<file path="config.mk">
export PLATFORM = sky130hd
export DESIGN_NAME = fetch_stage
export DESIGN_NICKNAME = d
export VERILOG_FILES = /design/src/rtl/fetch_stage.sv
export SDC_FILE = /design/constraint.sdc
export NUM_CORES = 1
export LEC_CHECK = 0
export CORE_MARGIN = 4
export CORE_UTILIZATION = 46
export CTS_CLUSTER_SIZE = 14
export DETAILED_ROUTE_END_ITERATION = 10
export GPL_TIMING_DRIVEN = 1
export PLACE_DENSITY = 0.76
export SLEW_MARGIN = 20
export SYNTH_ARGS = -nofsm -noshare
export SYNTH_HDL_FRONTEND = slang
export SYNTH_SLANG_ARGS = --single-unit
</file>
<file path="constraint.sdc">
create_clock -name clk_i -period 2 [get_ports clk_i]
set_input_delay 0.4 -clock clk_i [delete_from_list [all_inputs] [get_ports clk_i]]
set_output_delay 0.4 -clock clk_i [all_outputs]
set_load 0.01 [all_outputs]
</file>
<file path="src/rtl/fetch_stage.sv">
// Instruction fetch stage: owns the PC, keeps one imem request in flight, and feeds decode
// through an output register backed by a one-entry skid buffer.
module fetch_stage #(
    parameter int                    ADDR_WIDTH  = 32,
    parameter int                    INSTR_WIDTH = 32,
    parameter logic [ADDR_WIDTH-1:0] BOOT_ADDR   = '0
) (
    input  logic                   clk_i,
    input  logic                   rst_i,
    input  logic                   stall_i,
    input  logic                   flush_i,
    input  logic [ADDR_WIDTH-1:0]  redirect_pc_i,
    output logic                   imem_req_valid_o,
    input  logic                   imem_req_ready_i,
    output logic [ADDR_WIDTH-1:0]  imem_addr_o,
    input  logic                   imem_rsp_valid_i,
    input  logic [INSTR_WIDTH-1:0] imem_rsp_data_i,
    output logic                   fd_valid_o,
    output logic [INSTR_WIDTH-1:0] fd_instr_o,
    output logic [ADDR_WIDTH-1:0]  fd_pc_o
);

    typedef enum logic [1:0] {IDLE, WAIT, DRAIN} state_t;

    typedef struct packed {
        logic [INSTR_WIDTH-1:0] instr;
        logic [ADDR_WIDTH-1:0]  pc;
    } fd_entry_t;

    state_t                state_q, state_d;
    logic [ADDR_WIDTH-1:0] pc_q, req_pc_q;
    logic                  fd_valid_q, buf_valid_q;
    fd_entry_t             fd_q, buf_q, rsp_entry;
    logic                  req_fire, rsp_live;
    logic                  unused_redirect_lsbs;

    // Redirect targets are word aligned; the low bits carry no information.
    assign unused_redirect_lsbs = ^redirect_pc_i[1:0];

    assign req_fire  = imem_req_valid_o && imem_req_ready_i;
    assign rsp_live  = (state_q == WAIT) && imem_rsp_valid_i && !flush_i;
    assign rsp_entry = '{instr: imem_rsp_data_i, pc: req_pc_q};

    always_ff @(posedge clk_i) begin
        if (rst_i) state_q <= IDLE;
        else       state_q <= state_d;
    end

    always_comb begin
        state_d = state_q;
        case (state_q)
            IDLE:    if (req_fire) state_d = WAIT;
            // A response arriving with a flush is dropped immediately, nothing left to drain.
            WAIT:    if (imem_rsp_valid_i) state_d = IDLE;
                     else if (flush_i)     state_d = DRAIN;
            DRAIN:   if (imem_rsp_valid_i) state_d = IDLE;
            default: state_d = IDLE;
        endcase
    end

    always_comb begin
        imem_req_valid_o = (state_q == IDLE) && !rst_i && !flush_i && !buf_valid_q;
        imem_addr_o      = pc_q;
    end

    always_ff @(posedge clk_i) begin
        if (rst_i) begin
            pc_q     <= BOOT_ADDR;
            req_pc_q <= '0;
        end else if (flush_i) begin
            pc_q <= {redirect_pc_i[ADDR_WIDTH-1:2], 2'b00};
        end else if (req_fire) begin
            req_pc_q <= pc_q;
            pc_q     <= pc_q + ADDR_WIDTH'(4);
        end
    end

    // A stall only holds a valid instruction; an empty register may still take a response.
    always_ff @(posedge clk_i) begin
        if (rst_i) begin
            fd_valid_q  <= 1'b0;
            fd_q        <= '0;
            buf_valid_q <= 1'b0;
            buf_q       <= '0;
        end else if (flush_i) begin
            fd_valid_q  <= 1'b0;
            buf_valid_q <= 1'b0;
        end else if (stall_i && fd_valid_q) begin
            if (rsp_live) begin
                buf_valid_q <= 1'b1;
                buf_q       <= rsp_entry;
            end
        end else if (buf_valid_q) begin
            fd_valid_q  <= 1'b1;
            fd_q        <= buf_q;
            buf_valid_q <= 1'b0;
        end else if (rsp_live) begin
            fd_valid_q <= 1'b1;
            fd_q       <= rsp_entry;
        end else begin
            fd_valid_q <= 1'b0;
        end
    end

    assign fd_valid_o = fd_valid_q;
    assign fd_instr_o = fd_q.instr;
    assign fd_pc_o    = fd_q.pc;

endmodule

</file>
* Word level (Yosys, flattened, before mapping)
Cells that the tools add are included.
Storage, ports and cells: flip-flop bits (word level) 196, bits of input ports 70, output and inout port bits 98, word-level logic and storage cells 48
Cells by class: add/subtract/negate cells 1, eq/ne operators 5, mux-type cells 11, bitwise gates (word level) 2, reduce and logical (&&, ||, !) cells 19
Operators with widths (number):
- $mux W64 | 2
- $mux W32 | 2
- $add A32 B3 Y32 const B | 1
- $reduce_and A3 Y1 | 3
- $mux W2 | 4
- $logic_and A1 B1 Y1 | 7
- $pmux W2 S3 | 1
- $ne A2 B2 Y1 const B | 2
- $reduce_bool A2 Y1 | 2
- $logic_not A1 Y1 | 3
- $ne A3 B3 Y1 const B | 1
- $reduce_or A3 Y1 | 1
- $eq A2 B1 Y1 const B | 1
- $eq A2 B2 Y1 const B | 1
- $logic_not A2 Y1 | 1
- $mux W1 | 2
- $not A1 Y1 | 2
- $reduce_and A2 Y1 | 1
- $reduce_or A2 Y1 | 1

* Logic depth before layout (Yosys ltp)
depth in word-level cells 7, depth in mapped cells 8

* Worst setup path before layout
OpenSTA, ideal clock, no wires.
path kind register to register, start reg pc_q[2] (netlist: imem_addr_o[2]), end reg pc_q[28] (netlist: imem_addr_o[28]), data arrival time 1.996 ns, required time 1.938 ns, path slack -0.058 ns, cell stages (with the launch flop) 7, path buffers 0, period minus slack after synthesis 2.058 ns, cells stage by stage dfxtp_1 -> ha_1 -> nand4_1 -> nor4_2 -> nand4_1 -> or4_1 -> nand3_1
On the way: longest elaborated chain between the ends 3
RTL lines:
- from (decl) | RTL line 31 | logic [ADDR_WIDTH-1:0] pc_q, req_pc_q;
- from (signal assigned) | RTL line 71 | pc_q <= {redirect_pc_i[ADDR_WIDTH-1:2], 2'b00};
- from (signal assigned) | RTL line 74 | pc_q <= pc_q + ADDR_WIDTH'(4);
- $add A32 B3 Y32 | RTL line 74
- $mux W32 | RTL line 72 | end else if (req_fire) begin
- $mux W32 | RTL line 70 | end else if (flush_i) begin
Every way passes these cells. The select of a mux whose other input is x is not followed. A chain may end at the register's enable or synchronous reset.

* Final worst setup path
start reg pc_q[30] (netlist: imem_addr_o[30]), end out imem_addr_o[30]
RTL lines:
- to (decl) | RTL line 15 | output logic [ADDR_WIDTH-1:0] imem_addr_o,
No word-level cell between the ends.

==> flow_metrics.env <==
export IMPL_hold_class="reg -> reg"
export IMPL_core_sq_um=16600
export IMPL_routed_wl_um=20100
export IMPL_hold_path_depth=2
export IMPL_finalSetupViolCount=0
export IMPL_grt_remaining_overflow=0
export IMPL_synthToLayoutAreaGrowth_pct=38.9
export IMPL_grt_pass1_wl_um=33300
export IMPL_grt_use_total_pct=20.5
export IMPL_drive_above_1_share_pct=11.7
export IMPL_ant_nets=0
export IMPL_start_util_pct=47.0
export IMPL_fp_dieH_um=138
export IMPL_synth_ff_type="dfxtp_1"
export IMPL_path_clk_slew_ns=0.07
export IMPL_synth_cells=940
export IMPL_final_cell_mix="nand2_1 (209), dfxtp_1 (183), clkdlybuf4s50_1 (158)"
export IMPL_finalNetCount=1198
export IMPL_min_to="buf_q[10]"
export IMPL_dp_slack_ns=-0.461
export IMPL_drv_slew=0
export IMPL_ctsHoldBuffers=0
export IMPL_grt_pass1_vias=6832
export IMPL_route_vias_total=7203
export IMPL_dieArea_sq_um=19100
export IMPL_place_congestion=0.912
export IMPL_synth_edff_count=0
export IMPL_fin_ws_ns=0.0687
export IMPL_drc_errors=0
export IMPL_ioPinCount=168
export IMPL_maxCapViolCount=0
export IMPL_holdWs_ns=0.453
export IMPL_crit_arrival_ns=1.53
export IMPL_avgViaCountPerCell=5.30
export IMPL_rsz0062_at_grt="yes"
export IMPL_crit_buf_inv=1
export IMPL_worstMarginPinSlew_ns=1.08
export IMPL_slowest_stage="clkdlybuf4s50_1"
export IMPL_peakVddDrop_mv=0.591
export IMPL_cpPeakStageDelay_ns=0.61
export IMPL_crit_fanout=5
export IMPL_status="completed"
export IMPL_r2r_setup_slack_ns=0.08
export IMPL_cts_sinks=188
export IMPL_dpl_hpwl_um=13600
export IMPL_grt_max_degree=188
export IMPL_insertion_delay_ns=0.42
export IMPL_p_per_area_nw_per_um2=739
export IMPL_yosysSeqAreaShare_pct=48.2
export IMPL_mostFrequentLayoutCell="nand2_1"
export IMPL_synth_cell_types=49
export IMPL_netlist_area_sq_um=7820
export IMPL_diodes=0
export IMPL_worstSetupPathType="reg -> out"
export IMPL_min_from="buf_q[10]"
export IMPL_min_period_over_period_pct=96.6
export IMPL_first_iter_violations=392
export IMPL_startpoint_type="register"
export IMPL_synth_area_per_cell_sq_um=8.32
export IMPL_clockRootBuffer="clkbuf_16"
export IMPL_p_leak_nw=3.57
export IMPL_reg2reg_depth=5
export IMPL_antenna_found_initial=0
export IMPL_finalHoldViolations=0
export IMPL_synth_seq_cells=188
export IMPL_cts_buffers=17
export IMPL_fill_cells=1371
export IMPL_endpoint_kind="output port"
export IMPL_ys_warn_count=0
export IMPL_relSlewSlack_pct=28.1
export IMPL_required_ns=1.60
export IMPL_cts_htree_levels=4
export IMPL_r2r_end="imem_addr_o[31]"
export IMPL_fin_skew_ns=0.00921
export IMPL_dr_pass1_iters=5
export IMPL_cts_buffer_depth=2
export IMPL_port_buffers=161
export IMPL_r2r_start="imem_addr_o[23]"
export IMPL_path_delay_family="buffers and inverters"
export IMPL_fin_crit_ns=1.93
export IMPL_fp_row_count=47
export IMPL_max_freq_ghz=0.518
export IMPL_synthArstFlopShare_pct=0
export IMPL_wl_per_cell_um=14.8
export IMPL_die_w_um=138
export IMPL_crit_chain="clkdlybuf4s50_1"
export IMPL_cts_tree="yes"
## where the power goes
group / internal (mW) / switching (mW)
combinational: 0.352 / 0.322
sequential: 3.80 / 0.0472
clock: 2.11 / 1.39
total: 6.26 / 1.76
## metrics by stage
| step | utilization, % | total power, mW | setup TNS (ns) | cell area, sq um | cells |
|---|---|---|---|---|---|
| 2_1_floorplan | - | 4.20 | 0 | 7840 | 943 |
| 3_3_place_gp | 61.1 | 4.59 | -42.55 | 10200 | 1326 |
| 3_5_place_dp | 61.1 | 4.59 | -50.41 | 10200 | 1326 |
| 4_1_cts | 64.8 | 8.09 | -0.0309 | 10800 | 1358 |
| 5_1_grt | 65.2 | 8.30 | -0.140 | 10900 | 1360 |
| 6_report | 65.2 | 8.02 | 0 | 10900 | 1360 |
## registers in the layout, indices dropped and copies added, names as in the netlist
register / cells
imem_addr_o: 30
fd_pc_o: 30
buf_valid_q: 1
fd_valid_o: 1
fd_instr_o: 32
state_q: 2
req_pc_q: 30
buf_q: 62
## worst max path at each step
| stage | start | endpoint | slack [ns] | depth (start not counted) |
|---|---|---|---|---|
| 6_report | imem_addr_o[30] | imem_addr_o[30] | 0.07 | 1 |
| 5_1_grt | imem_rsp_valid_i | fd_pc_o[23] | -0.03 | 9 |
| 4_1_cts | imem_rsp_valid_i | fd_instr_o[20] | -0.01 | 8 |
| 3_5_place_dp | imem_rsp_valid_i | fd_instr_o[24] | -0.46 | 8 |
| 3_3_place_gp | imem_rsp_valid_i | fd_instr_o[22] | -0.38 | 8 |
| 2_1_floorplan | imem_addr_o[2] | imem_addr_o[28] | 0.004 | 6 |
## metal layers
layer	wire length, um	GRT usage [%]
met1	9270	28.3
met2	9050	31.3
met3	1410	5.04
met4	395	7.38
met5	0	0
## cells by family after synthesis
| group | synth area share, % |
|---|---|
| multiplexers | 8.36 |
| AND/OR/NAND/NOR | 20.6 |
| AO/OA/AOI/OAI | 17.5 |
| adder cells (fa/ha/maj) | 0.160 |
| other | 0.0480 |
| XOR/XNOR | 0.784 |
| flip-flops | 48.2 |
| buffers and inverters | 4.39 |
## what timing repair did
action / 4_1_cts / 5_1_grt
pin swaps: 0 / 3
gates cloned: 0 / 1
buffers inserted: 0 / 1
endpoints found under the setup margin: 5 / 75
resized for setup: 2 / 10
## cell usage after synthesis, drive strengths merged, types with 2 or more instances
cell,n,area (sq um)
nor3b,3,27.5
nand3,18,95.1
or4,4,33.8
a21oi,104,521
o211ai,2,15.0
nor4,4,31.3
mux2,2,22.5
a2bb2oi,4,35.0
a31oi,18,113
a211oi,63,473
nand4,15,100
a22oi,4,30.0
mux2i,63,631
clkbuf,57,214
buf,20,110
nand2,209,785
and2,9,57.6
o22ai,6,37.5
or3,4,25.0
inv,5,18.8
nor3,11,55.1
nor2,85,319
and3,6,37.5
o21ai,12,60.1
and4,2,17.5
xor2,6,52.6
a32oi,2,17.5
dfxtp,188,3760
## area by class of cell
type	instances	area [sq um]	area share, %
clock inverter	9	135	1.24
tap	220	275	2.54
clock buffer	23	488	4.49
timing repair buffer	242	2390	22.0
inverter	5	18.8	0.173
multi-input combinational	673	3780	34.8
sequential	188	3770	34.7
Note: power is estimated with default switching activity, not from simulation.
